File: src/rtl/fetch_unit.sv
// Instruction fetch stage: owns the fetch PC, issues credit-limited word requests
// to instruction memory, buffers in-order responses and presents them to decode.
// Wrong-path responses that are still in flight after a redirect are discarded.
// Optional build macro FETCH_MISALIGN_CHECK_EN: a redirect to a target that is not
// word aligned sets a sticky error flag and halts fetch until reset.
module fetch_unit #(
  parameter logic [31:0] RESET_PC   = 32'h0000_0000,
  parameter int unsigned FIFO_DEPTH = 2
) (
  input  logic        CLK,
  input  logic        RST,
  input  logic        Branch_Taken_E,
  input  logic [31:0] PC_Target_E,
  output logic        IMEM_Req_Valid,
  output logic [31:0] IMEM_Req_Addr,
  input  logic        IMEM_Req_Ready,
  input  logic        IMEM_Resp_Valid,
  input  logic [31:0] IMEM_Resp_Data,
  output logic        Instr_Valid_F,
  input  logic        Instr_Ready_F,
  output logic [31:0] Instr_F,
  output logic [31:0] PC_F,
  output logic [31:0] PC_Plus4_F,
  output logic        Misalign_Err_F
);

  localparam int unsigned CNT_W = $clog2(FIFO_DEPTH + 1);
  localparam int unsigned PTR_W = (FIFO_DEPTH > 1) ? $clog2(FIFO_DEPTH) : 1;
  localparam logic [PTR_W-1:0] PTR_LAST = PTR_W'(FIFO_DEPTH - 1);
  localparam logic [CNT_W:0]   CREDITS  = (CNT_W + 1)'(FIFO_DEPTH);

  logic [31:0]      fetch_pc_q, fetch_pc_d;
  logic [31:0]      resp_pc_q, resp_pc_d;
  logic [CNT_W-1:0] outst_q, outst_d;
  logic [CNT_W-1:0] drop_q, drop_d;
  logic [CNT_W-1:0] count_q, count_d;
  logic [PTR_W-1:0] wr_ptr_q, wr_ptr_d;
  logic [PTR_W-1:0] rd_ptr_q, rd_ptr_d;
  logic [31:0]      data_mem_q [FIFO_DEPTH];
  logic [31:0]      pc_mem_q   [FIFO_DEPTH];

  logic [31:0] redirect_tgt;
  logic        halted;
  logic        credit_ok;
  logic        accept;
  logic        resp_ok;
  logic        push;
  logic        pop;

`ifdef FETCH_MISALIGN_CHECK_EN
  logic misalign_q, misalign_d;

  // Misaligned targets are kept as-is; the sticky flag stops all further fetching.
  assign redirect_tgt   = PC_Target_E;
  assign halted         = misalign_q;
  assign Misalign_Err_F = misalign_q;

  // Sticky misaligned-redirect flag, cleared only by reset.
  always_comb begin
    misalign_d = misalign_q;
    if (Branch_Taken_E && (PC_Target_E[1:0] != 2'b00)) begin
      misalign_d = 1'b1;
    end
  end

  // Misalign flag register.
  always_ff @(posedge CLK) begin
    if (RST) begin
      misalign_q <= 1'b0;
    end else begin
      misalign_q <= misalign_d;
    end
  end
`else
  // Without the check the target is silently word aligned.
  assign redirect_tgt   = PC_Target_E & 32'hFFFF_FFFC;
  assign halted         = 1'b0;
  assign Misalign_Err_F = 1'b0;
`endif

  // Wrap a FIFO pointer modulo the buffer depth.
  function automatic logic [PTR_W-1:0] ptr_inc(input logic [PTR_W-1:0] p);
    return (p == PTR_LAST) ? '0 : p + PTR_W'(1);
  endfunction

  // Request only when a buffer slot is guaranteed for every in-flight word.
  assign credit_ok = ({1'b0, count_q} + {1'b0, outst_q}) < CREDITS;

  assign IMEM_Req_Valid = !RST && !Branch_Taken_E && !halted && credit_ok;
  assign IMEM_Req_Addr  = fetch_pc_q;
  assign accept         = IMEM_Req_Valid && IMEM_Req_Ready;

  // A response with nothing outstanding is ignored.
  assign resp_ok = IMEM_Resp_Valid && (outst_q != '0);
  assign push    = resp_ok && (drop_q == '0) && !Branch_Taken_E && !RST;

  assign Instr_Valid_F = !RST && !Branch_Taken_E && (count_q != '0);
  assign Instr_F       = data_mem_q[rd_ptr_q];
  assign PC_F          = pc_mem_q[rd_ptr_q];
  assign PC_Plus4_F    = pc_mem_q[rd_ptr_q] + 32'd4;
  assign pop           = Instr_Valid_F && Instr_Ready_F;

  // Next-state for PCs, credit counters and FIFO control; redirect overrides all.
  always_comb begin
    fetch_pc_d = fetch_pc_q;
    resp_pc_d  = resp_pc_q;
    outst_d    = outst_q;
    drop_d     = drop_q;
    count_d    = count_q;
    wr_ptr_d   = wr_ptr_q;
    rd_ptr_d   = rd_ptr_q;

    if (accept) begin
      fetch_pc_d = fetch_pc_q + 32'd4;
    end

    if (accept && !resp_ok) begin
      outst_d = outst_q + CNT_W'(1);
    end else if (!accept && resp_ok) begin
      outst_d = outst_q - CNT_W'(1);
    end

    if (resp_ok && (drop_q != '0)) begin
      drop_d = drop_q - CNT_W'(1);
    end

    if (push) begin
      wr_ptr_d  = ptr_inc(wr_ptr_q);
      resp_pc_d = resp_pc_q + 32'd4;
    end

    if (pop) begin
      rd_ptr_d = ptr_inc(rd_ptr_q);
    end

    if (push && !pop) begin
      count_d = count_q + CNT_W'(1);
    end else if (!push && pop) begin
      count_d = count_q - CNT_W'(1);
    end

    if (Branch_Taken_E) begin
      fetch_pc_d = redirect_tgt;
      resp_pc_d  = redirect_tgt;
      count_d    = '0;
      wr_ptr_d   = '0;
      rd_ptr_d   = '0;
      drop_d     = outst_d;
    end
  end

  // Control state registers.
  always_ff @(posedge CLK) begin
    if (RST) begin
      fetch_pc_q <= RESET_PC;
      resp_pc_q  <= RESET_PC;
      outst_q    <= '0;
      drop_q     <= '0;
      count_q    <= '0;
      wr_ptr_q   <= '0;
      rd_ptr_q   <= '0;
    end else begin
      fetch_pc_q <= fetch_pc_d;
      resp_pc_q  <= resp_pc_d;
      outst_q    <= outst_d;
      drop_q     <= drop_d;
      count_q    <= count_d;
      wr_ptr_q   <= wr_ptr_d;
      rd_ptr_q   <= rd_ptr_d;
    end
  end

  // Instruction buffer storage; contents are qualified by count_q so no reset.
  always_ff @(posedge CLK) begin
    if (push) begin
      data_mem_q[wr_ptr_q] <= IMEM_Resp_Data;
      pc_mem_q[wr_ptr_q]   <= resp_pc_q;
    end
  end

  // Memory must never respond without an outstanding request.
  a_resp_has_credit : assert property (
    @(posedge CLK) disable iff (RST) IMEM_Resp_Valid |-> (outst_q != '0));

endmodule

File: config.mk
export PLATFORM = sky130hd
export DESIGN_NAME = fetch_unit
export DESIGN_NICKNAME = d
export VERILOG_FILES = /design/src/rtl/fetch_unit.sv
export SDC_FILE = /design/constraint.sdc
export NUM_CORES = 1
export LEC_CHECK = 0
export CAP_MARGIN = 20
export CORE_ASPECT_RATIO = 0.7
export CORE_MARGIN = 4
export CORE_UTILIZATION = 50
export CTS_BUF_LIST = sky130_fd_sc_hd__clkbuf_4
export CTS_CLUSTER_SIZE = 16
export DETAILED_ROUTE_END_ITERATION = 12
export DONT_BUFFER_PORTS = 1
export GPL_ROUTABILITY_DRIVEN = 0
export PLACE_DENSITY = 0.74
export SLEW_MARGIN = 20
export SYNTH_ARGS = -nofsm -noshare
export SYNTH_HDL_FRONTEND = slang
export SYNTH_SLANG_ARGS = --single-unit
File: constraint.sdc
create_clock -name CLK -period 7.9 [get_ports CLK]
set_input_delay 1.185 -clock CLK [delete_from_list [all_inputs] [get_ports CLK]]
set_output_delay 1.185 -clock CLK [all_outputs]
set_load 0.03 [all_outputs]
## Yosys cells after proc, flatten, opt, wreduce, memory -nomap -nowiden

Memory sizes are Yosys's and may differ from the RTL's. A register that Yosys moved wholly into a read port is not among the register bits.
Index checks and enable logic that the tools add are counted.

- Memories: 2
- Output and inout bits: 131
- RAM bits: 128
- Logic and storage cells: 70
- Bits in registers: 72
- Bits of input ports: 70

Memory list:

| name | depth | width | rd ports | clocked after Yosys merged registers in | wr ports | line | text |
|---|---|---|---|---|---|---|---|
| data_mem_q | 2 | 32 | 1 | 1 | 1 | 39 | `logic [31:0] data_mem_q [FIFO_DEPTH];` |
| pc_mem_q | 2 | 32 | 1 | 1 | 1 | 40 | `logic [31:0] pc_mem_q [FIFO_DEPTH];` |

- Multiplexer cells: 18
- $lt $le $gt $ge: 1
- Reductions and logical operators: 29
- Add/sub/neg operators: 11

Operator list:

| operator | count |
|---|---|
| two-way mux 32 bit | 4 |
| adder 32 x 3 -> 32 bit (second input constant) | 3 |
| logical AND 1 bit | 14 |
| nonzero test 2 bit | 7 |
| two-way mux 2 bit | 6 |
| two-way mux 1 bit | 8 |
| logical NOT 1 bit | 6 |
| subtractor 2 x 1 -> 2 bit (second input constant) | 3 |
| adder 2 x 1 -> 2 bit (second input constant) | 2 |
| adder 2 x 2 -> 3 bit | 1 |
| less-than comparator 3 x 2 -> 1 bit (second input constant) | 1 |
| adder 1 bit (second input constant) | 2 |
| logical NOT 2 bit | 1 |
| OR reduction 2 bit | 1 |

## Depth between registers and ports, before layout

- Depth after elaboration: 9
- Mapped depth: 13
- Depth with buffers taken out: 8

## Least setup slack after synthesis

OpenSTA, ideal clock, no wires.

- Path type: input to register
- Start point: input port Branch_Taken_E
- End point: memory data_mem_q[0][0] (enable)
- Setup slack: 961 ps
- Required time: 7342 ps
- Setup time: 558 ps
- Stages: 6
- Arrival: 6381 ps
- Buffers on the path: 4
- Path through: clkbuf_1 or2_1 buf_2 buf_2 buf_1 nor3_1

- Longest elaborated chain between the ends: 5

Ends and longest elaborated chain:

| what | line | text |
|---|---|---|
| from (decl) | 12 | `input logic Branch_Taken_E,` |
| logical NOT 1 bit | 95 | `assign push = resp_ok && (drop_q == '0) && !Branch_Taken_E && !RST;` |
| logical AND 1 bit (2 in series) | 95 |  |
| two-way mux 1 bit | 175 | `if (push) begin` |
| two-way mux 1 bit (not written as such) | 176 | `data_mem_q[wr_ptr_q] <= IMEM_Resp_Data;` |
| to (decl) | 39 |  |

Every way passes these cells.

==> metrics.md <==
| Metric | Value |
|---|---|
| Root Driver | clkbuf_4 |
| Rows | 40 |
| Detailed-route via count | around 6000 |
| Slowest cell on crit path | a222oi_1 |
| Core area | roughly 0.018 mm2 |
| Antenna Violating Nets Remaining | 0 |
| TNS Setup | 0 ns |
| Router iterations before antenna repair | 5 |
| Avg Vias per Cell | around 6.1 |
| RSZ-0062 raised after global routing | false |
| Reg2Reg Setup Slack | roughly 4.8 ns |
| Initial Utilization | 0.5190 |
| R2r endpoint | IMEM_Req_Addr[21]$_SDFFE_PP0P_ |
| CTS tree | done |
| Synth Warn # | 0 |
| CP Capture Type | output pin |
| Max Buffers Root-to-Sink | 2 |
| Yosys cell types | 67 |
| # setup viols final | 0 |
| Wirelength per Cell | about 21 um |
| H-tree levels | 4 |
| Total grt overflow | 0 |
| Post-synth top area share | 0.4096 |
| Minimum clock period | 5.414 ns |
| Detailed Place HPWL | roughly 15000 um |
| Iter 0 DRT Violations | 680 |
| Startpoint Class | flip-flop |
| Hold_buf cts | 0 |
| Ys async rst share | 0 |
| Die height | about 120 um |
| First-pass GRT wire length | around 32000 um |
| Critical path, cell by cell | buf_4 > nand3_1 > a222oi_1 > and4_1 > nand3_1 > xnor2_1 |
| Worst R2R Path Depth | 6 |
| Area Overhead vs Synth | 4.473% |
| Max_cap viols | 0 |
| Power Density | 203.1 mW/mm2 |
| VDD IR max | about 0.11 mV |
| Num Clock Sinks | just under 200 |
| Max Clock Skew | 0.02525 ns |
| Leakage power total | just over 0.003 uW |
| TritonCTS Buffers | 17 |
| Antenna violations before repair | 0 |
| Largest cells by area after synthesis | edfxtp_1 (41%), dfxtp_1 (15%), mux2_2 (6.4%) |
| Tcrit/Tclk final | 0.6853 |
| Post-CTS resize count | 0 |
| Die area | approximately 0.020 mm2 |
| CP max stage delay | a little over 0.8 ns |
| Worst EP arrival | about 4.2 ns |
| Postcts setup bufs | 0 |
| Chip width | approximately 170 um |
| Slew headroom | 0.3142 |
| Sequential fraction of the synthesis area | 0.5615 |
| Vias in the first global route | 5865 |
| Yosys top cell by area | edfxtp_1 |
| R2R Path Start | count_q[0]$_SDFFE_PP0P_ |
| Num ports | around 200 |
| Fmax | 0.1847 GHz |
| Worst Tran Pin Value | 1.021 ns |
| Most used cell, CP | nand3_1 |
| Worst hold path class | reg -> reg |
| Nets | a little over 800 |
| Worst hold margin | 0.4982 ns |
| #FFs+latches synth | 193 |
| Crit-path max FO | 86 |
| Final WL | between 20000 and 25000 um |
| CP required | roughly 6.7 ns |
| Status | completed |
| Share of post-route cells with drive strength above 1 | 0.1449 |
| # DRC | 0 |
| Hold_sp | resp_pc_q[31]$_SDFFE_PP0P_ |
| Syn Area/Cell | between 10 and 15 um2 |
| Clock Latency Late Sink | about 0.56 ns |
| Port Buffer Count | 0 |
| Diodes inserted | 0 |
| Netlist Area Pre-Place | 0.009091 mm2 |
| Hold Violations, Final | 0 |
| Number of flops mapped to enable cells by yosys | 124 |
| Largest net degree at the start of global routing | 87 |
| Gr usage total | 0.1974 |
| Post-synth top flop | edfxtp_1 |
| Setup crit end | PC_Plus4_F[19] |
| End-of-flow core utilization | 0.5422 |
| Cell count after synthesis | approximately 760 |
| Worst-path clk slew | between 0.15 and 0.2 ns |
| Crit Path Class | reg -> out |
| Slew Viols, Final | 0 |
[worst max-delay path: cells and delay by family, from the launching register on]
family,cells,cell delay [ns]
AO/OA/AOI/OAI,1,0.81
XOR/XNOR,1,0.70
buffers and inverters,1,0.74
flip-flops,1,0.37
AND/OR/NAND/NOR,3,1.02
[how the worst min path moves through the flow]
stage	depth (start not counted)	endpoint	slack, ns
5_1_grt	0	pc_mem_q[0][31]$_DFFE_PP_	0.52
3_5_place_dp	0	pc_mem_q[1][31]$_DFFE_PP_	0.46
4_1_cts	0	pc_mem_q[0][31]$_DFFE_PP_	0.50
6_report	0	pc_mem_q[1][31]$_DFFE_PP_	0.50
3_3_place_gp	0	pc_mem_q[1][31]$_DFFE_PP_	0.46
2_1_floorplan	0	pc_mem_q[0][31]$_DFFE_PP_	0.45
[final cells by class]
cell class,instances,area [um2]
Clock buffer,19,142.6
Clock inverter,13,126.4
Fill cell,1474,8019
Inverter,17,63.81
Multi-Input combinational cell,519,3730
Sequential cell,193,5109
Tap cell,231,289.0
Timing Repair Buffer,5,37.54
[metal layers]
layer / global-route usage / part of all wire
met5: 0 / 0
met4: 0.04776 / 0.0076
met1: 0.2646 / 0.43
met2: 0.3134 / 0.47
met3: 0.06438 / 0.088
[per-stage QoR]
step / area (um2) / power, uW / setup WS, ns / cells
4_1_cts: 9492 / 1944 / 2.400 / 997
6_report: 9498 / 1929 / 2.486 / 997
5_1_grt: 9498 / 2023 / 2.168 / 997
3_5_place_dp: 9223 / 1440 / 3.075 / 965
3_3_place_gp: 9223 / 1428 / 3.150 / 965
2_1_floorplan: 9114 / 1399 / 0.9612 / 770
[registers in the layout (all words and copies together), names as in the netlist, named ones only]
signal and count:
rd_ptr_q 1, resp_pc_q 30, count_q 2, data_mem_q 64, pc_mem_q 60, outst_q 2, IMEM_Req_Addr 30, drop_q 2
wr_ptr_q 1
[synth_stat cells (8+ instances only)]
| cell type | n |
|---|---|
| inv_1 | 17 |
| and3_1 | 14 |
| nor2_1 | 39 |
| edfxtp_1 | 124 |
| o21a_1 | 10 |
| a211oi_1 | 10 |
| nand3_1 | 42 |
| nand3b_1 | 11 |
| a31oi_1 | 10 |
| a21boi_1 | 10 |
| and4_1 | 10 |
| nand2_1 | 56 |
| mux2_2 | 52 |
| xor2_1 | 45 |
| dfxtp_1 | 69 |
| o21ai_1 | 10 |
| o21ai_0 | 12 |
| a21oi_1 | 26 |
| clkbuf_1 | 18 |
| nand4_1 | 35 |
| mux2i_1 | 9 |
| nor3_1 | 8 |
| buf_2 | 8 |
| buf_4 | 10 |
| xnor2_1 | 32 |
[cells by family after synthesis]
logic type | after synthesis | synth area share
AND/OR/NAND/NOR | 253 | 0.1628
flip-flops | 193 | 0.5615
AO/OA/AOI/OAI | 111 | 0.08010
XOR/XNOR | 77 | 0.07418
multiplexers | 64 | 0.07845
buffers and inverters | 58 | 0.03207
adder cells (fa/ha/maj) | 7 | 0.01046
other | 1 | 0.0004125
[cells in the final DEF (no fill, tap or decap), types with 9 or more instances in the layout]
cell,synthesis,routed
nand3b_1,11,11
a21boi_1,10,10
o21ai_1,10,10
xor2_1,45,45
o21a_1,10,10
a31oi_1,10,10
mux2i_1,9,9
and4_1,10,10
nor2_1,39,39
and3_1,14,14
o21ai_0,12,12
nand4_1,35,35
inv_1,17,16
nand2_1,56,56
mux2_2,52,52
dfxtp_1,69,68
a211oi_1,10,10
a21oi_1,26,26
nand3_1,42,42
xnor2_1,32,32
edfxtp_1,124,124
clkbuf_4,0,19
[report_power, final]
part / switching, uW / internal [uW] / total (uW)
logic: 161 / 74.7 / 236
registers: 65.0 / 1120 / 1190
clock network: 338 / 169 / 508
Note: power is estimated with default switching activity, not from simulation.
